$ cat config.mk
export PLATFORM = sky130hd
export DESIGN_NAME = control_unit
export DESIGN_NICKNAME = d
export VERILOG_FILES = /design/src/rtl/control_unit.sv
export SDC_FILE = /design/constraint.sdc
export NUM_CORES = 1
export LEC_CHECK = 0
export CORE_MARGIN = 2
export CORE_UTILIZATION = 34
export DETAILED_ROUTE_END_ITERATION = 12
export GPL_TIMING_DRIVEN = 0
export PLACE_DENSITY = 0.88
export REMOVE_ABC_BUFFERS = 1
export SETUP_SLACK_MARGIN = 0.1
export SKIP_CTS_REPAIR_TIMING = 1
export SYNTH_ARGS = -nofsm -noshare
export SYNTH_HDL_FRONTEND = slang
export SYNTH_SLANG_ARGS = --single-unit
$ cat constraint.sdc
create_clock -name clock -period 1.5 [get_ports clock]
set_input_delay 0.15 -clock clock [delete_from_list [all_inputs] [get_ports clock]]
set_output_delay 0.15 -clock clock [all_outputs]
set_load 0.1 [all_outputs]
$ cat src/rtl/control_unit.sv
// Hardwired control unit for the multi-cycle datapath: fetch T0-T2, then per-opcode execute
// steps T3-T7 decoded from the state register and the opcode held in IRout.
module control_unit (
    input  logic        clock,
    input  logic        clear,
    input  logic [31:0] IRout,
    input  logic        conOut,
    input  logic        stop,
    output logic        PCout,
    output logic        MDRout,
    output logic        ZLOout,
    output logic        CSignout,
    output logic        ZMuxOut,
    output logic        PCin,
    output logic        IncPC,
    output logic        MARin,
    output logic        MDRin,
    output logic        IRin,
    output logic        Yin,
    output logic        ZLOin,
    output logic        Gra,
    output logic        Grb,
    output logic        Grc,
    output logic        Rin,
    output logic        Rout,
    output logic        BAout,
    output logic        conin,
    output logic        read,
    output logic        write,
    output logic        RAMenable,
    output logic        ZMuxEnable,
    output logic        ZSelect,
    output logic [4:0]  aluControl,
    output logic        run,
    output logic        illegal
);
    typedef enum logic [3:0] {RESET, T0, T1, T2, T3, T4, T5, T6, T7, HALT} state_t;

    localparam logic [4:0] OP_LD   = 5'b00000;
    localparam logic [4:0] OP_LDI  = 5'b00001;
    localparam logic [4:0] OP_ST   = 5'b00010;
    localparam logic [4:0] OP_ADD  = 5'b00011;
    localparam logic [4:0] OP_SUB  = 5'b00100;
    localparam logic [4:0] OP_AND  = 5'b00101;
    localparam logic [4:0] OP_OR   = 5'b00110;
    localparam logic [4:0] OP_ADDI = 5'b01000;
    localparam logic [4:0] OP_BR   = 5'b10010;
    localparam logic [4:0] OP_JR   = 5'b10100;
    localparam logic [4:0] OP_NOP  = 5'b11010;
    localparam logic [4:0] OP_HALT = 5'b11011;

    state_t     state;
    logic [4:0] op;
    logic       isAlu, isImm, isMem, legal;
    state_t     endState;
    logic       unusedIr;

    assign op       = IRout[31:27];
    assign unusedIr = ^IRout[26:0];
    assign isAlu    = (op == OP_ADD) || (op == OP_SUB) || (op == OP_AND) || (op == OP_OR);
    assign isImm    = (op == OP_ADDI) || (op == OP_LDI);
    assign isMem    = (op == OP_LD) || (op == OP_ST);
    assign legal    = isAlu || isImm || isMem || (op == OP_BR) || (op == OP_JR) ||
                      (op == OP_NOP) || (op == OP_HALT);
    // stop only matters on the last step of an instruction
    assign endState = stop ? HALT : T0;

    always_ff @(posedge clock) begin
        if (!clear) begin
            state <= RESET;
        end else begin
            case (state)
                RESET: state <= T0;
                T0:    state <= T1;
                T1:    state <= T2;
                T2:    state <= T3;
                T3: begin
                    if (op == OP_HALT)                               state <= HALT;
                    else if (op == OP_JR || op == OP_NOP || !legal)  state <= endState;
                    else                                             state <= T4;
                end
                T4:    state <= T5;
                T5:    state <= (isAlu || isImm) ? endState : T6;
                T6:    state <= (op == OP_BR) ? endState : T7;
                T7:    state <= endState;
                HALT:  state <= HALT;
                default: state <= RESET;
            endcase
        end
    end

    always_comb begin
        PCout = 1'b0; MDRout = 1'b0; ZLOout = 1'b0; CSignout = 1'b0; ZMuxOut = 1'b0;
        PCin = 1'b0; IncPC = 1'b0; MARin = 1'b0; MDRin = 1'b0; IRin = 1'b0; Yin = 1'b0;
        ZLOin = 1'b0; Gra = 1'b0; Grb = 1'b0; Grc = 1'b0; Rin = 1'b0; Rout = 1'b0;
        BAout = 1'b0; conin = 1'b0; read = 1'b0; write = 1'b0; RAMenable = 1'b0;
        ZMuxEnable = 1'b0; ZSelect = 1'b0; aluControl = 5'b00000; illegal = 1'b0;
        run = (state != RESET) && (state != HALT);
        case (state)
            T0: begin PCout = 1'b1; MARin = 1'b1; IncPC = 1'b1; end
            T1: begin read = 1'b1; RAMenable = 1'b1; MDRin = 1'b1; end
            T2: begin MDRout = 1'b1; IRin = 1'b1; end
            T3: begin
                if (isAlu || op == OP_ADDI) begin
                    Grb = 1'b1; Rout = 1'b1; Yin = 1'b1;
                end else if (op == OP_LDI || isMem) begin
                    Grb = 1'b1; BAout = 1'b1; Yin = 1'b1;
                end else if (op == OP_BR) begin
                    Gra = 1'b1; Rout = 1'b1; conin = 1'b1;
                end else if (op == OP_JR) begin
                    Gra = 1'b1; Rout = 1'b1; PCin = 1'b1;
                end else if (!legal) begin
                    illegal = 1'b1;
                end
            end
            T4: begin
                if (isAlu) begin
                    Grc = 1'b1; Rout = 1'b1; aluControl = op;
                    ZMuxEnable = 1'b1; ZMuxOut = 1'b1; ZLOin = 1'b1;
                end else if (isImm || isMem) begin
                    CSignout = 1'b1; aluControl = OP_ADD;
                    ZMuxEnable = 1'b1; ZMuxOut = 1'b1; ZLOin = 1'b1;
                end else if (op == OP_BR) begin
                    PCout = 1'b1; Yin = 1'b1;
                end
            end
            T5: begin
                if (isAlu || isImm) begin
                    ZLOout = 1'b1; Gra = 1'b1; Rin = 1'b1;
                end else if (isMem) begin
                    ZLOout = 1'b1; MARin = 1'b1;
                end else if (op == OP_BR) begin
                    // branch target = PC + sign-extended displacement
                    CSignout = 1'b1; aluControl = OP_ADD;
                    ZMuxEnable = 1'b1; ZMuxOut = 1'b1; ZLOin = 1'b1;
                end
            end
            T6: begin
                if (op == OP_LD) begin
                    read = 1'b1; RAMenable = 1'b1; MDRin = 1'b1;
                end else if (op == OP_ST) begin
                    Gra = 1'b1; Rout = 1'b1; MDRin = 1'b1;
                end else if (op == OP_BR && conOut) begin
                    ZLOout = 1'b1; PCin = 1'b1;
                end
            end
            T7: begin
                if (op == OP_LD) begin
                    MDRout = 1'b1; Gra = 1'b1; Rin = 1'b1;
                end else if (op == OP_ST) begin
                    write = 1'b1; RAMenable = 1'b1;
                end
            end
            default: ;
        endcase
    end
endmodule

; ---- Word level (Yosys, flattened, before mapping)
; Cells that the tools add are included.
; Widths: inputs -> output; s select.
[totals]
regBits = 4
out_inout_bits = 31
elab_cells = 116
[op_classes]
n_eq_ne = 21
mux = 72
reduce_logical = 22
[ops]
columns = cell, count
row1 = $mux 1, 46
row2 = $pmux 4 s10, 1
row3 = $pmux 1 s2, 11
row4 = $eq 5x5->1 const B, 4
row5 = $mux 4, 5
row6 = $eq 4x3->1 const B, 4
row7 = $logic_or 1x1->1, 16
row8 = $eq 5x3->1 const B, 3
row9 = $eq 5x2->1 const B, 2
row10 = $pmux 5 s2, 1
row11 = $eq 4x2->1 const B, 2
row12 = $eq 4x4->1 const B, 2
row13 = $mux 2, 4
row14 = $pmux 1 s3, 2
row15 = $eq 5x1->1 const B, 1
row16 = $eq 5x4->1 const B, 1
row17 = $logic_not 5->1, 1
row18 = $mux 5, 1
row19 = $eq 4x1->1 const B, 1
row20 = $logic_not 4->1, 1
row21 = $ne 4x4->1 const B, 1
row22 = $pmux 1 s4, 1
row23 = $reduce_bool 4->1, 1
row24 = $logic_and 1x1->1, 2
row25 = $logic_not 1->1, 1

; ---- Longest topological paths before layout
[logic_depth]
word_depth = 16
mapped_depth = 6
ltp_nobuf = 4

; ---- Worst setup path before layout
; Ideal clock, no wire load.
[synth_path]
path_type = flip-flop to output port
startpoint = reg state[1]
endpoint = out aluControl[2]
arrival_time_ns = 3.662
t_required_ns = 1.350
path_slack_ns = -2.312
stages_incl_launch_ff = 4
path_buffers = 0
path_cell_list = dfxtp_1 > nand2b_1 > or3_1 > nor4_1
[synth_via]
elab_chain_cells = 2
[synth_lines]
columns = element, line_no
row1 = start: declaration, 52  ; state_t state;
row2 = start signal: assignment, 79  ; else if (op == OP_JR || op == OP_NOP || !legal) state <= endState;
row3 = start signal: assignment, 83  ; T5: state <= (isAlu || isImm) ? endState : T6;
row4 = start signal: assignment, 84  ; T6: state <= (op == OP_BR) ? endState : T7;
row5 = $eq 4x3->1, 99  ; case (state)
row6 = $pmux 5 s2 (*), 99
row7 = end: declaration, 33  ; output logic [4:0] aluControl,
; Every way passes the cells marked *; elsewhere a longest branch is shown, timed or not.

; ---- Worst setup path after layout
[layout_path]
startpoint = reg state[1]
endpoint = out aluControl[1]
; The elaborated chain is that of the path after synthesis.

==> impl_metrics.env <==
export IMPL_vias=1409
export IMPL_cts_tree="built"
export IMPL_place_congestion=0.9129
export IMPL_cp_max_fo=8
export IMPL_path_class="register to primary output"
export IMPL_ant_nets=0
export IMPL_max_freq_ghz=0.5095
export IMPL_crit_reg2reg_launch="state[1]"
export IMPL_cts_buffer_depth=2
export IMPL_drive_gt1_share_pct=60.10
export IMPL_cts_max_level=1
export IMPL_slowest_stage="dfxtp_4"
export IMPL_drv_cap=0
export IMPL_initial_core_util_pct=36.49
export IMPL_ir_drop_mv=0.5164
export IMPL_core_region_area_sq_um=2500
export IMPL_clock_sinks=4
export IMPL_yosysTopAreaCell="dfxtp_1"
export IMPL_clk_latency_ns=0.24
export IMPL_min_from="IRout[28]"
export IMPL_grt_max_degree=24
export IMPL_grt_pass1_wl_um=4602
export IMPL_synth_top_area_share_pct=8.779
export IMPL_crit_arrival_ns=1.81
export IMPL_cts_root_buffer="clkbuf_4"
export IMPL_stdcell_count=223
export IMPL_ys_warn_count=0
export IMPL_dr_pass1_iters=4
export IMPL_status="finished with violations"
export IMPL_fin_crit_sh_pct=130.9
export IMPL_overflow=0
export IMPL_slew_violations=0
export IMPL_timing_slew_headroom_pct=58.65
export IMPL_largest_register_ffs=4
export IMPL_min_path_type="input port to register"
export IMPL_ios=67
export IMPL_critPathCaptureType="primary output"
export IMPL_antenna_found_initial=0
export IMPL_first_global_vias=1021
export IMPL_track_usage_pct=17.46
export IMPL_vias_per_cell=6.318
export IMPL_place_inst=187
export IMPL_multi_input_area_sq_um=1015
export IMPL_syn_area_sq_um=912.1
export IMPL_p_per_area_nw_per_um2=485.3
export IMPL_cts_buffers=3
export IMPL_detail_route_iter0_violations=71
export IMPL_r2r_setup_slack_ns=-0.04
export IMPL_die_width_um=55.80
export IMPL_min_period_ns=1.963
export IMPL_seqCellArea_sq_um=95.09
export IMPL_p_leak_nw=0.8235
export IMPL_setup_viol=27
export IMPL_io_buffers=36
export IMPL_ys_seq_area_share_pct=8.779
export IMPL_rows=18
export IMPL_synthTopCellsByArea="dfxtp_1 8.8%, a21oi_1 4.4%, buf_4 4.1%"
export IMPL_hpwl_um=2024
export IMPL_synthArstFlopShare_pct=0
export IMPL_cpPeakStageDelay_ns=0.38
export IMPL_finalHoldViolations=0
export IMPL_fillCellCount=134
export IMPL_hold_depth=4
export IMPL_violations="negative setup slack"
export IMPL_drt_total_wl_um=4690
export IMPL_wire_per_inst_um=21.03
export IMPL_reg2reg_to="state[3]"
export IMPL_yosys_most_used_dff="dfxtp_1"
export IMPL_worst_pin_slew_ns=0.6046
export IMPL_synth_edff_count=0
export IMPL_n_antenna_cell=0
export IMPL_drcViolationCount=0
export IMPL_ys_ff_latch=4
export IMPL_die_h_um=55.80
export IMPL_dieArea_sq_um=3113
export IMPL_synth_area_per_cell_sq_um=6.658
export IMPL_dpl_worst_slack_ns=-1.995
export IMPL_finClkSkew_ns=0.007041
export IMPL_regMostFlops="state"
export IMPL_r2r_cells=8
export IMPL_min_to="state[3]"
export IMPL_critical_path_startpoint_type="register"
export IMPL_nets=231
export IMPL_cp_required_ns=1.35
export IMPL_rsz0062_at_grt="yes"
export IMPL_post_route_worst_setup_slack_ns=-0.4628
export IMPL_ys_types=51
export IMPL_path_cells="nand2b_4 -> or3_4 -> nor3_4 -> a21o_1 -> buf_12"
export IMPL_layout_top_registers="state (4)"
export IMPL_area_growth_pct=128.0
export IMPL_synth_cells=137
export IMPL_clk_pin_slew_ns=0.05
-- cell families after synthesis --
kind of cell,after synthesis,share of synthesized area (%)
and+or+nand+nor,65,43.35
other,1,0.4111
buffers and inverters,21,11.52
DFF,4,8.780
xor gates and xnor gates,5,4.802
AOI/OAI and AO/OA,41,31.14
-- worst max path at each step --
stage,to,from,cells past startpoint,slack (ns)
after floorplan,ZLOin,state[0],3,-3.93
after global placement,Yin,IRout[28],6,-1.96
after detailed placement,Gra,IRout[28],6,-1.99
after CTS,Yin,IRout[28],6,-1.99
after global routing,aluControl[1],state[1],5,-0.52
final,aluControl[1],state[1],5,-0.46
-- area by class of cell --
type	instances	share of cell area, %
Sequential cell	4	4.573
Clock buffer	3	1.083
Inverter	3	0.5415
Tap cell	30	1.805
Multi-Input combinational cell	114	48.80
Timing Repair Buffer	69	43.20
-- metal layers --
metal,routed length (um),global-route usage [%]
met2,2596,30.78
met3,254,2.326
met4,168,4.181
met5,0,0
met1,1670,22.28
-- report_power, final --
group          switching [mW]  total [mW]  internal, mW
combinational           0.452       0.728         0.276
sequential             0.0222       0.134         0.112
clock                  0.0569       0.147        0.0904
-- synth_stat cells (2+ instances only) --
master and n:
xor2_1 3, o211ai_1 3, a21o_1 3, nor3_1 5, a211oi_1 3, nand3b_1 4, nand2_1 8, and3_1 3
nor3b_1 2, nand4b_1 2, or3_1 3, nand2b_1 5, dfxtp_1 4, inv_1 3, a21oi_1 8, nand4_1 3
o21ai_0 4, buf_2 6, xnor2_1 2, clkbuf_1 7, a31oi_1 3, nand3_1 5, o31ai_1 2, nor2_1 7
o21ai_1 4, nor2b_1 6, buf_4 5
-- cell usage in the layout (no fill, tap or decap), drive strengths merged, types with 5 or more instances in the layout --
master / synthesis / final
buf: 11 / 62
nand2: 8 / 8
o21ai: 8 / 8
a21oi: 8 / 8
nor2: 7 / 7
clkbuf: 7 / 7
nor3: 6 / 6
nor2b: 6 / 6
nand3: 5 / 5
nand2b: 5 / 5
-- critical path, delay by kind of cell (launching register included) --
family	cells	cell delay, ns
AO/OA/AOI/OAI	1	0.20
buffers and inverters	1	0.18
flip-flops	1	0.38
AND/OR/NAND/NOR	3	0.81
-- per-stage QoR --
step	total power, mW	util, %	area, sq um	setup TNS (ns)	hold WS (ns)
3_3_place_gp	0.5879	48.95	1224	-44.74	0.6896
2_1_floorplan	0.4741	-	825.8	-46.86	0.2662
5_1_grt	1.048	83.18	2079	-8.452	0.4703
3_5_place_dp	0.5995	48.95	1224	-46.95	0.7033
4_1_cts	0.7376	49.85	1246	-47.78	0.5240
6_report	1.009	83.18	2079	-7.097	0.4365
(Power assumes the default switching activity.)
==> edit 1 (same settings) <==
The 10 states of `state_t` get a Gray code encoding in 4 bits.
--- a/src/rtl/control_unit.sv
+++ b/src/rtl/control_unit.sv
@@ -36,3 +36,3 @@
 );
-    typedef enum logic [3:0] {RESET, T0, T1, T2, T3, T4, T5, T6, T7, HALT} state_t;
+    typedef enum logic [3:0] {RESET = 4'b0000, T0 = 4'b0001, T1 = 4'b0011, T2 = 4'b0010, T3 = 4'b0110, T4 = 4'b0111, T5 = 4'b0101, T6 = 4'b0100, T7 = 4'b1100, HALT = 4'b1101} state_t;
 
Formal check against the unedited RTL: no difference found for any inputs over 10 cycles, from zero or initial values; not proved beyond that.
==> edit 1 against the original RTL <==
- the run still ends with negative setup slack left
- synthesized area up 9.7%
- setup slack better by 88 ps
- sequential cell count unchanged
- critical path type unchanged
- first-iteration DRC count up 54%
- synthesized cell count up 19%
- count of clock-buffer cells in the layout unchanged
- clock skew up 4.5 ps
- wire length up 9.4%
- cell area up 1.4%
Power is not compared: it rests on default switching activity, and its combinational part moved more than twofold at a synthesized area within 25%.
==> edit 1: results (changes against the original RTL) <==
| Metric | Value |
|---|---|
| Setup tns final | `-5760 ps (was -7100 ps)` |
| Most frequent cells after synthesis | `nor2_1 (24), nand2_1 (16), a21oi_1 (11) (was a21oi_1 (8), nand2_1 (8), clkbuf_1 (7), nor2_1 (7))` |
| Unique cell type count in the Yosys netlist | `48 (was 51)` |
| Post-DP Area | `1290 µm² (was 1220 µm²)` |
| Min-delay src | `IRout[27] (was IRout[28])` |
| Hold EP | `state[1]$_SDFF_PN0_ (was state[3]$_SDFF_PN0_)` |
| Worst Setup EP | `Gra (was aluControl[1])` |
| Synth Area in XOR/XNOR | `0.0262 (was 0.0480)` |
| First-pass GRT wire length | `4890 µm (was 4600 µm)` |
| GP Congestion | `0.860 (was 0.913)` |
| Post-synthesis mux area share | `0.0300 (was 0)` |
| Outcome | `complete, but fails checks (unchanged)` |
| CP max FO | `8 (unchanged)` |
| Number of stages on the worst hold path | `5 (was 4)` |
| Cells after Synth | `163 (was 137)` |
| Final setup margin | `-375 ps (was -463 ps)` |
| Final setup vio count | `29 (was 27)` |
| Reg2reg end | `state[2]$_SDFF_PN0_ (was state[3]$_SDFF_PN0_)` |
| Final wirelength | `5130 µm (was 4690 µm)` |
| Post-synthesis compound-gate area fraction | `0.295 (was 0.311)` |
| Vias in the first global route | `1112 (was 1021)` |
| R2r worst-path depth | `5 (was 8)` |
| Slew margin rel. | `0.594 (was 0.587)` |
| Register area share after synthesis | `0.0800 (was 0.0878)` |
| Placed Cells | `212 (was 187)` |
| Nets | `256 (was 231)` |
| Largest net degree at the start of global routing | `26 (was 24)` |
| DR WL/cell | `20.6 µm (was 21.0 µm)` |
| Fin Hold WS | `465 ps (was 436 ps)` |
| Clock Skews | `11.6 ps (was 7.04 ps)` |
| Iter 0 DRT Violations | `109 (was 71)` |
| Hpwl dp | `2140 µm (was 2020 µm)` |
| Worst R2R Setup Slack | `-170 ps (was -40 ps)` |
| Crit path largest cell delay | `420 ps (was 380 ps)` |
| Largest cells by area after synthesis | `nor2_1 (9.0%), dfxtp_1 (8.0%), nand2_1 (6.0%) (was dfxtp_1 (8.8%), a21oi_1 (4.4%), buf_4 (4.1%))` |
| Failing checks | `negative setup slack (unchanged)` |
| Avg Vias per Cell | `6.47 (was 6.32)` |
==> edit 1: cell types whose count changed after synthesis, sizes merged, moves of 3 or more <==
| cell | unedited run | this run |
|---|---|---|
| nand3b | 4 | 1 |
| a21oi | 8 | 11 |
| inv | 3 | 6 |
| nand2b | 5 | 0 |
| nand2 | 8 | 17 |
| a31oi | 3 | 6 |
| nor2 | 7 | 24 |
| mux2i | 0 | 3 |
==> edit 1: cell type report <==
| class | count | area, µm² |
|---|---|---|
| multi-input cells | 135 | 1030 |
| repair buffers | 70 | 898 |
| fillers | 143 | 672 |
| flip-flops and latches | 4 | 95.1 |
| well taps | 31 | 38.8 |
| inverters | 6 | 26.3 |
| clock buffers | 3 | 22.5 |
==> edit 1: cell families after synthesis <==
group | after synthesis
flip-flops | 4
AND/OR/NAND/NOR | 81
AO/OA/AOI/OAI | 45
multiplexers | 3
XOR/XNOR | 3
other | 1
buffers and inverters | 26
==> edit 1: worst reg2reg max path, cell delays in order (launching register included) <==
cell and delay [ps]:
dfxtp_4 420, clkinvlp_4 150, buf_12 150, a2111oi_0 540
nor2_1 110, a31oi_1 200
==> edit 1: report_power, final <==
part	switching [W]	total [W]	internal [W]
sequential	0.000145	0.000314	0.000168
combinational	0.00164	0.00257	0.000937
clock	0.0000494	0.000139	0.0000899
==> edit 1: routing by layer <==
metal | GRT usage | vias to the layer above | share of wire
met4 | 0.0498 | 0 | 0.046
met3 | 0.0357 | 28 | 0.12
li1 | - | 691 | -
met5 | 0 | - | 0
met1 | 0.245 | 753 | 0.35
met2 | 0.283 | 139 | 0.48
==> edit 1: stage by stage <==
stage,utilization,setup WS (ps)
2_1_floorplan,-,-3440
3_3_place_gp,0.463,-1940
3_5_place_dp,0.463,-1920
4_1_cts,0.471,-1940
5_1_grt,0.758,-400
6_report,0.758,-375
==> edit 2 (config.mk and constraints unchanged) <==
Without the edit above. Register the output `MDRout`, without a reset; this adds one clock of latency there. The other outputs are not delayed to match.
--- a/src/rtl/control_unit.sv
+++ b/src/rtl/control_unit.sv
@@ -51,2 +51,4 @@
 
+    logic MDRout_d;
+
     state_t     state;
@@ -92,3 +94,3 @@
     always_comb begin
-        PCout = 1'b0; MDRout = 1'b0; ZLOout = 1'b0; CSignout = 1'b0; ZMuxOut = 1'b0;
+        PCout = 1'b0; MDRout_d = 1'b0; ZLOout = 1'b0; CSignout = 1'b0; ZMuxOut = 1'b0;
         PCin = 1'b0; IncPC = 1'b0; MARin = 1'b0; MDRin = 1'b0; IRin = 1'b0; Yin = 1'b0;
@@ -101,3 +103,3 @@
             T1: begin read = 1'b1; RAMenable = 1'b1; MDRin = 1'b1; end
-            T2: begin MDRout = 1'b1; IRin = 1'b1; end
+            T2: begin MDRout_d = 1'b1; IRin = 1'b1; end
             T3: begin
@@ -148,3 +150,3 @@
                 if (op == OP_LD) begin
-                    MDRout = 1'b1; Gra = 1'b1; Rin = 1'b1;
+                    MDRout_d = 1'b1; Gra = 1'b1; Rin = 1'b1;
                 end else if (op == OP_ST) begin
@@ -156,2 +158,6 @@
     end
+    always_ff @(posedge clock) begin
+        MDRout <= MDRout_d;
+    end
+
 endmodule
Check against the original RTL: not equivalent (a bounded check fails within 4 cycles, from zero or initial values).
==> edit 2 against the original RTL <==
- the run still ends with negative setup slack left
- sequential share of layout area grew 0.75 points
- cell area grew 3.9%
- sequential cell count grew 1
- wire length grew 0.53%
- setup slack lost 86 ps
- power grew 1.1%
- count of clock-buffer cells in the layout grew 1
- synthesized area grew 6.4%
==> edit 2: results (changes against the original RTL) <==
| Metric | Value |
|---|---|
| Outcome | `complete, but fails checks (unchanged)` |
| Failing checks | `negative setup slack (unchanged)` |
| Iter 0 DRT Violations | `108 (was 71)` |
| Logic inverters | `2 (was 3)` |
| Post-synthesis compound-gate area fraction | `0.278 (was 0.311)` |
| GRT Resource Usage Total | `0.148 (was 0.175)` |
| Multi-input gate area | `987 µm² (was 1010 µm²)` |
| Final non-filler cell total | `241 (was 223)` |
| Final wirelength | `4720 µm (was 4690 µm)` |
| First-pass GRT wire length | `4040 µm (was 4600 µm)` |
| Vias | `1474 (was 1409)` |
| Ys flop type | `dfxtp_1 (unchanged)` |
| Non-clock buffers | `80 (was 69)` |
| Multi-input gates | `119 (was 114)` |
| CP max FO | `6 (was 8)` |
| Vias in the first global route | `904 (was 1021)` |
| Final setup margin | `-548 ps (was -463 ps)` |
| Most frequent cells after synthesis | `nand2_1 (17), nor2_1 (14), o21ai_0 (10) (was a21oi_1 (8), nand2_1 (8), clkbuf_1 (7), nor2_1 (7))` |
| Setup tns final | `-7580 ps (was -7100 ps)` |
| Unique cell type count in the Yosys netlist | `48 (was 51)` |
| Clk sinks | `5 (was 4)` |
| Largest net degree at the start of global routing | `21 (was 24)` |
| Largest cells by area after synthesis | `dfxtp_1 (10%), nand2_1 (6.6%), buf_4 (5.4%) (was dfxtp_1 (8.8%), a21oi_1 (4.4%), buf_4 (4.1%))` |
| Maximum VDD drop | `0.000750 V (was 0.000516 V)` |
| Hpwl dp | `1810 µm (was 2020 µm)` |
| Share of post-route cells with drive strength above 1 | `0.614 (was 0.601)` |
| Final core occ | `0.790 (was 0.832)` |
| GP Congestion | `0.909 (was 0.913)` |
| Row cnt | `19 (was 18)` |
| Non-clock buffer share | `0.456 (was 0.432)` |
| Biggest regs | `state x4, MDRout x1 (was state x4)` |
| Sequential share of cell area | `0.0533 (was 0.0457)` |
| Leak | `0.887 nW (was 0.824 nW)` |
| Crit path largest cell delay | `550 ps (was 380 ps)` |
| Clock Skews | `21.2 ps (was 7.04 ps)` |
| Worst R2R Setup Slack | `-80 ps (was -40 ps)` |
| Worst-Margin Slew | `540 ps (was 605 ps)` |
| Clk tree area frac | `0.0122 (was 0.0108)` |
| Cells after Synth | `142 (was 137)` |
| Final setup vio count | `27 (unchanged)` |
| Pre-CTS WS | `-1950 ps (was -1990 ps)` |
| FILL cells | `130 (was 134)` |
| Placed Cells | `193 (was 187)` |
| Slowest-stage cell, CP | `or4_4 (was dfxtp_4)` |
| Post-Synth Adder-Cell Area | `0.0206 (was 0)` |
| Reg clk slew, reported paths | `60 ps` |
| Post-DP Area | `1260 µm² (was 1220 µm²)` |
| Clock insertion delay at the later pin of the skew report | `260 ps (was 240 ps)` |
| Synth Area in XOR/XNOR | `0.0271 (was 0.0480)` |
| TritonRoute pass-1 iters | `4 (unchanged)` |
[edit 2: cell count changes after synthesis, moves of 4 or more]
cell and delta:
o21ai_1 -4, nand2_1 +9, o21ai_0 +6, nor2_1 +7
[edit 2: power breakdown]
group / leakage, nW / total [W] / internal, W / switching [W]
Clock: 0.0150 / 0.000175 / 0.000102 / 0.0000730
Combinational: 0.828 / 0.000691 / 0.000277 / 0.000414
Sequential: 0.0437 / 0.000154 / 0.000138 / 0.0000165
[edit 2: routing by layer]
layer	global-route usage	routed length (µm)
met1	0.206	1910
met2	0.240	2260
met3	0.0340	408
met4	0.0199	140
met5	0	0
[edit 2: path summary, 6_finish.rpt]
path	depth (start not counted)	startpoint	end
hold reg to reg	3	state[0]$_SDFF_PN0_	state[0]$_SDFF_PN0_
setup reg to reg	6	state[3]$_SDFF_PN0_	state[3]$_SDFF_PN0_
setup / recovery	5	state[1]$_SDFF_PN0_	Rout
hold / removal	4	IRout[28]	MDRout$_DFF_P_
